### config.mk
export PLATFORM = sky130hd
export DESIGN_NAME = control
export DESIGN_NICKNAME = d
export VERILOG_FILES = /design/src/rtl/control.sv
export SDC_FILE = /design/constraint.sdc
export NUM_CORES = 2
export LEC_CHECK = 0
export ABC_AREA = 1
export ABC_CLOCK_PERIOD_IN_PS = 7150
export CAP_MARGIN = 15
export CORE_AREA = 2 2 255 257
export CTS_CLUSTER_SIZE = 25
export DETAILED_ROUTE_END_ITERATION = 16
export DIE_AREA = 0 0 257 259
export PLACE_DENSITY = 0.8
export SYNTH_ARGS = -nofsm -noshare
export SYNTH_HDL_FRONTEND = slang
export SYNTH_SLANG_ARGS = --single-unit
### constraint.sdc
create_clock -name Clk -period 7.15 [get_ports Clk]
set_input_delay 1.0725 -clock Clk [delete_from_list [all_inputs] [get_ports Clk]]
set_output_delay 1.0725 -clock Clk [all_outputs]
set_load 0.02 [all_outputs]
### src/rtl/control.sv
// CSR sparse-matrix x dense-vector engine: walks row pointers,
// gathers x by column index and emits one dot product per row.
module control #(
  parameter int ROWS = 32,
  parameter int DW   = 32
) (
  input  logic          Clk,
  input  logic [DW-1:0] v_values_base,
  input  logic [DW-1:0] wdata_col_base,
  input  logic [DW-1:0] matrix_base,
  output logic [DW-1:0] addr1,
  output logic [DW-1:0] addr2,
  input  logic [DW-1:0] dataIn1,
  input  logic [DW-1:0] dataIn2,
  input  logic          Rst,
  input  logic [DW-1:0] row_base,
  input  logic          RD,
  input  logic [DW-1:0] csize,
  output logic [DW-1:0] y_out,
  output logic          y_valid,
  output logic [DW-1:0] y_row,
  output logic          done
);

  typedef enum logic [2:0] {
    S_IDLE,
    S_INIT,
    S_ROWEND,
    S_FETCH,
    S_MAC,
    S_EMIT,
    S_DONE
  } state_e;

  state_e        state_q, state_d;
  logic [DW-1:0] r_q, r_d;
  logic [DW-1:0] k_q, k_d;
  logic [DW-1:0] end_q, end_d;
  logic [DW-1:0] acc_q, acc_d;
  logic [DW-1:0] col_q, col_d;
  logic [DW-1:0] mval_q, mval_d;
  logic [DW-1:0] y_out_q, y_out_d;
  logic [DW-1:0] y_row_q, y_row_d;
  logic          y_valid_q, y_valid_d;
  logic          done_q, done_d;
  logic          last_row;

  assign last_row = (r_q == DW'(ROWS - 1));

  always_comb begin
    state_d   = state_q;
    r_d       = r_q;
    k_d       = k_q;
    end_d     = end_q;
    acc_d     = acc_q;
    col_d     = col_q;
    mval_d    = mval_q;
    y_out_d   = y_out_q;
    y_row_d   = y_row_q;
    y_valid_d = 1'b0;
    done_d    = done_q;
    addr1     = '0;
    addr2     = '0;
    // RD low outside IDLE/DONE freezes every register update
    unique case (state_q)
      S_IDLE: begin
        if (RD) state_d = S_INIT;
      end
      S_INIT: begin
        addr1 = row_base;
        if (RD) begin
          k_d     = dataIn1;
          state_d = S_ROWEND;
        end
      end
      S_ROWEND: begin
        addr1 = row_base + r_q + DW'(1);
        if (RD) begin
          end_d   = (dataIn1 < csize) ? dataIn1 : csize;
          acc_d   = '0;
          state_d = S_FETCH;
        end
      end
      S_FETCH: begin
        if (k_q >= end_q) begin
          if (RD) state_d = S_EMIT;
        end else begin
          addr1 = wdata_col_base + DW'(ROWS + 1) + k_q;
          addr2 = matrix_base + k_q;
          if (RD) begin
            col_d   = dataIn1;
            mval_d  = dataIn2;
            state_d = S_MAC;
          end
        end
      end
      S_MAC: begin
        addr2 = v_values_base + col_q;
        if (RD) begin
          acc_d   = acc_q + mval_q * dataIn2;
          k_d     = k_q + DW'(1);
          state_d = S_FETCH;
        end
      end
      S_EMIT: begin
        if (RD) begin
          y_out_d   = acc_q;
          y_row_d   = r_q;
          y_valid_d = 1'b1;
          r_d       = r_q + DW'(1);
          done_d    = last_row;
          state_d   = last_row ? S_DONE : S_ROWEND;
        end
      end
      S_DONE: begin
        done_d = 1'b1;
      end
      default: state_d = S_IDLE;
    endcase
  end

  always_ff @(posedge Clk or negedge Rst) begin
    if (!Rst) begin
      state_q   <= S_IDLE;
      r_q       <= '0;
      k_q       <= '0;
      end_q     <= '0;
      acc_q     <= '0;
      col_q     <= '0;
      mval_q    <= '0;
      y_out_q   <= '0;
      y_row_q   <= '0;
      y_valid_q <= 1'b0;
      done_q    <= 1'b0;
    end else begin
      state_q   <= state_d;
      r_q       <= r_d;
      k_q       <= k_d;
      end_q     <= end_d;
      acc_q     <= acc_d;
      col_q     <= col_d;
      mval_q    <= mval_d;
      y_out_q   <= y_out_d;
      y_row_q   <= y_row_d;
      y_valid_q <= y_valid_d;
      done_q    <= done_d;
    end
  end

  assign y_out   = y_out_q;
  assign y_row   = y_row_q;
  assign y_valid = y_valid_q;
  assign done    = done_q;

endmodule

* Yosys cells after proc, flatten, opt, wreduce, memory -nomap -nowiden
Cells that the tools add are included.
Storage, ports and cells: output and inout bits 130, logic and storage cells 75, register bits after elaboration 261
Cells by class: magnitude comparators 2, equality and inequality tests 14, bitwise operators 2, muxes and demuxes 24, reductions and logical operators 12, $add $sub $neg 9, multiply operators 1
Operators by type and width (count):
- $mux W32 | 7
- $pmux W32 S2 | 3
- $add A32 B32 Y32 | 5
- $add A32 B1 Y32 const B | 3
- $pmux W32 S3 | 1
- $add A32 B6 Y32 const B | 1
- $eq A32 B5 Y1 const B | 1
- $ge A32 B32 Y1 | 1
- $lt A32 B32 Y1 | 1
- $mul A32 B32 Y32 | 1
- $mux W3 | 8
- $pmux W3 S6 | 1
- $ne A2 B2 Y1 const B | 6
- $eq A3 B3 Y1 const B | 3
- $reduce_and A3 Y1 | 3
- $eq A3 B2 Y1 const B | 2
- $reduce_and A2 Y1 | 3
- $reduce_and A6 Y1 | 1
- $reduce_bool A2 Y1 | 3
- $eq A3 B1 Y1 const B | 1
- $logic_not A3 Y1 | 1
- $mux W1 | 3
- $ne A2 B1 Y1 const B | 1
- $not A1 Y1 | 2
- 2 further kinds | 2

* Logic depth before layout (Yosys ltp)
depth after elaboration 4, gate-level depth with buffers 34, depth with buffers taken out 32

* Least setup slack after synthesis
No wires, ideal clock.
kind input to register, start input port dataIn2[6], end register acc_q[26], data arrival time 7158 ps, setup slack -138 ps, required time 7020 ps, setup time 130 ps, cell stages on the path 30, cells stage by stage clkbuf_1 clkbuf_1 nand2_1 inv_1 fa_1 fa_1 fa_1 inv_1 fa_1 inv_1 fa_1 inv_1 fa_1 inv_1 fa_1 inv_1 fa_1 inv_1 ha_1 nand2_1 nor2_1 inv_1 nor3_1 nand3_1 nand3_1 nand3_1 nand2_1 a21oi_1 o21ai_0 o21ai_0
Between the ends: word-level cells in the longest chain between the ends 4
RTL lines:
- start, declared | line 14 | input logic [DW-1:0] dataIn2,
- $mul A32 B32 Y32 | line 100 | acc_d = acc_q + mval_q * dataIn2;
- $add A32 B32 Y32 | line 100
- $mux W32 | line 99 | if (RD) begin
- $pmux W32 S2 | line 65 | unique case (state_q)
- end signal, assigned | line 128 | acc_q <= '0;
- end signal, assigned | line 140 | acc_q <= acc_d;
- end, declared | line 39 | logic [DW-1:0] acc_q, acc_d;
Every way passes these cells. The select of a mux whose other input is x is not followed. A chain may end at the register's enable or synchronous reset.

* Worst setup path after layout
start input port dataIn2[17], end register acc_q[30]
Same word-level chain as after synthesis.

==> run_results.csv <==
group,metric,value,unit
run_status,outcome,"complete, no violations",
detailed_routing,drt-initial-drc-count,3341,
grt,antenna_found_initial,24,
final_layout,syn_to_final_growth,19.79,%
job,drv_cap,0,
sta,rsz0062_at_grt,"yes",
placement,numPortBuffers,356,
setup_path,worstReg2RegEnd,"acc_q[29]$_DFFE_PN0P_",
setup_path,critPathRequiredTime,7.60,ns
yosys,ys.warnings.count,0,
grt,grt_max_degree,168,
hold_path,hold_start,"y_row[20]$_DFFE_PN0P_",
yosys,yosysSeqAreaShare,0.1727,
clock_tree,clk_pin_slew,0.06,ns
grt,grt_pass1_vias,36350,
yosys,async_reset_ff_frac,1.000,
yosys,ys.flop_type,"dfrtp_1",
detailed_routing,ant_nets,0,
clock_tree,clockRootBuffer,"clkbuf_16",
floorplanning,die_area,0.06656,sq mm
sta,worst_pin_slew,1.201,ns
final_layout,fin_nets,6577,
setup_path,arrival,7.41,ns
hold_path,holdPathEnd,"y_row[20]$_DFFE_PN0P_",
placement,placed_area,0.04356,sq mm
detailed_routing,wl,123600,um
clock_tree,cts_buffers,31,
detailed_routing,vias_per_cell,5.623,
detailed_routing,via_count,36330,
sta,hold_violations,0,
yosys,syn_inst,5142,
sta,setup_viol,0,
clock_tree,ctsHtreeMaxLevel,1,
setup_path,rr_worst_depth,26,
sta,worst_clock_skew,0.03430,ns
setup_path,end_kind,"register",
detailed_routing,wire_per_inst,19.13,um
grt,grt-ovfl-total,0,
setup_path,cp_max_fo,4,
final_layout,final_area,0.04529,sq mm
sta,final_max_slew_viol_count,0,
hold_path,holdPathStages,2,
yosys,syn_nets,6154,
placement,dp_hpwl,99390,um
sta,tns,0,ns
setup_path,critical_path_class,"in -> reg",
clock_tree,cts_sinks,261,
setup_path,crit_top_cell,"fa_1",
floorplanning,start_util,0.5918,
hold_path,hp-class,"reg -> reg",
yosys,synthDistinctLibCells,51,
setup_path,ff2ff_setup_slack,0.20,ns
floorplanning,die_h,259,um
sta,relSlewSlack,0.1987,
final_layout,utilization,0.7090,
setup_path,critPathLaunchType,"input port",
sta,finalWorstPathRequiredPeriod,6.960,ns
yosys,synth_edf_count,0,
sta,timing.fmax,143.7,MHz
floorplanning,rows,93,
yosys,ys_ff_latch,261,
floorplanning,coreArea,0.06388,sq mm
floorplanning,die_x,257,um
sta,hold_ws,0.4712,ns
final_layout,final_layout_size_suffix_gt1_frac,0.07193,
clock_tree,cts_tree,"done",
clock_tree,cts_max_path_buffers,3,
grt,grt_pass1_wl,191500,um
detailed_routing,firstDrtPassIters,8,
detailed_routing,remaining_drc_errors,0,
grt,gr-usage-all-layers,0.3653,
placement,place_congestion,1.013,
setup_path,r2r-start,"mval_q[17]$_DFFE_PN0P_",
setup_path,slowest_delay,0.65,ns
yosys,syn_area,0.03781,sq mm
sta,layout_worst_path_cycle_share,0.9734,
clock_tree,clk_latency,0.62,ns
floorplanning,io_pins,357,
setup_path,slowest_stage,"fa_2",
yosys,synth_area_per_cell,7.353,sq um
==> sequential cells by signal, summed over array words and instances (netlist names) <==
| signal | count |
|---|---|
| y_row | 32 |
| done | 1 |
| y_out | 32 |
| state_q | 3 |
| acc_q | 32 |
| y_valid | 1 |
| col_q | 32 |
| end_q | 32 |
| r_q | 32 |
| mval_q | 32 |
| k_q | 32 |
==> layout make-up <==
| class | count | area (sq um) |
|---|---|---|
| clock inverter | 19 | 257.7 |
| multi-input combinational | 3500 | 26390 |
| inverter | 1194 | 4483 |
| tap | 855 | 1070 |
| clock buffer | 38 | 832.0 |
| fill | 5064 | 18590 |
| antenna | 18 | 45.04 |
| sequential | 261 | 6535 |
| timing repair buffer | 577 | 5677 |
==> what timing repair did <==
item	4_1_cts	5_1_grt
hold buffers	0	0
pin swaps	8	55
gates cloned	0	4
gates resized for setup	19	119
buffers inserted	0	15
setup endpoints to repair	8	17
==> cell usage after synthesis (3+ instances only) <==
cell	instances	area, sq um
nand2_1	1204	4519
inv_1	1188	4459
fa_1	442	8848
o21ai_0	406	2032
ha_1	343	4292
a21oi_1	341	1707
dfrtp_1	261	6531
nor2_1	190	713.2
clkbuf_1	164	615.6
nand3_1	131	655.6
xor2_1	106	928.4
nor3_1	48	240.2
xnor2_1	42	367.9
nand4_1	35	219.0
o211ai_1	32	240.2
nor4_1	26	162.7
o22ai_1	25	156.4
buf_1	21	78.83
a21o_1	17	127.6
o21bai_1	17	127.6
or2_2	16	100.1
o21a_1	9	67.56
o221ai_1	8	70.07
a31oi_1	6	37.54
nand3b_1	6	45.04
o31ai_1	6	45.04
a22oi_1	5	37.54
nor2_4	5	56.30
a211oi_1	4	30.03
inv_2	4	15.01
a221oi_1	3	26.28
nand4_2	3	37.54
o311ai_0	3	26.28
o32ai_1	3	26.28
==> cells by family (layout without fill, tap and decap cells) <==
kind of cell    after synthesis  after routing  share of synthesized area
fa+ha+maj                   785            785                     0.3475
simple gates               1672           1672                     0.1802
compound gates              895            895                     0.1281
flops                       261            261                     0.1727
other cells                   0             18                          0
buf+inv                    1381           1828                     0.1372
xor+xnor                    148            148                    0.03428
==> layer usage <==
layer | vias to the layer above | GRT usage | part of all wire
met3 | 509 | 0.06083 | 0.089
met5 | - | 0 | 0.00067
met4 | 12 | 0.2222 | 0.072
li1 | 16720 | - | -
met2 | 1895 | 0.6165 | 0.47
met1 | 17200 | 0.4400 | 0.37
==> critical path: cells and delay by family <==
kind	cells	cell delay (ns)
buf+inv	8	0.86
fa+ha+maj	9	4.47
simple gates	7	0.76
compound gates	3	0.24
==> layout by cell type, fill, tap and decap left out, types with 45 or more instances in the layout <==
cell type        synthesis  routed
a21oi_1                341     334
buf_4                    0     180
clkdlybuf4s50_1          0     332
dfrtp_1                261     258
fa_1                   442     427
ha_1                   343     332
inv_1                 1188    1166
nand2_1               1204    1194
nand3_1                131     128
nor2_1                 190     180
nor3_1                  48      45
o21ai_0                406     397
xor2_1                 106     106
==> worst max-delay path by stage <==
stage                      startpoint                     to  slack [ns]  depth (start not counted)
after CTS                  dataIn2[6]  acc_q[29]$_DFFE_PN0P_       -0.01                         28
after detailed placement   dataIn2[2]  acc_q[29]$_DFFE_PN0P_       -0.74                         30
final                     dataIn2[17]  acc_q[30]$_DFFE_PN0P_        0.19                         27
after global routing       dataIn2[4]  acc_q[29]$_DFFE_PN0P_       -0.06                         28
after floorplan            dataIn2[4]  acc_q[26]$_DFFE_PN0P_       -0.03                         30
after global placement     dataIn2[0]  acc_q[31]$_DFFE_PN0P_       -0.65                         28
==> per-stage QoR <==
| stage | worst slack [ns] | instances |
|---|---|---|
| 2_1_floorplan | -0.02957 | 5142 |
| 3_3_place_gp | -0.6542 | 6367 |
| 3_5_place_dp | -0.7353 | 6367 |
| 4_1_cts | -0.01431 | 6424 |
| 5_1_grt | -0.06468 | 6460 |
| 6_report | 0.1904 | 6462 |
Power is not shown: default switching activity piles up to over one toggle a cycle in this logic, so the estimate is an artifact.
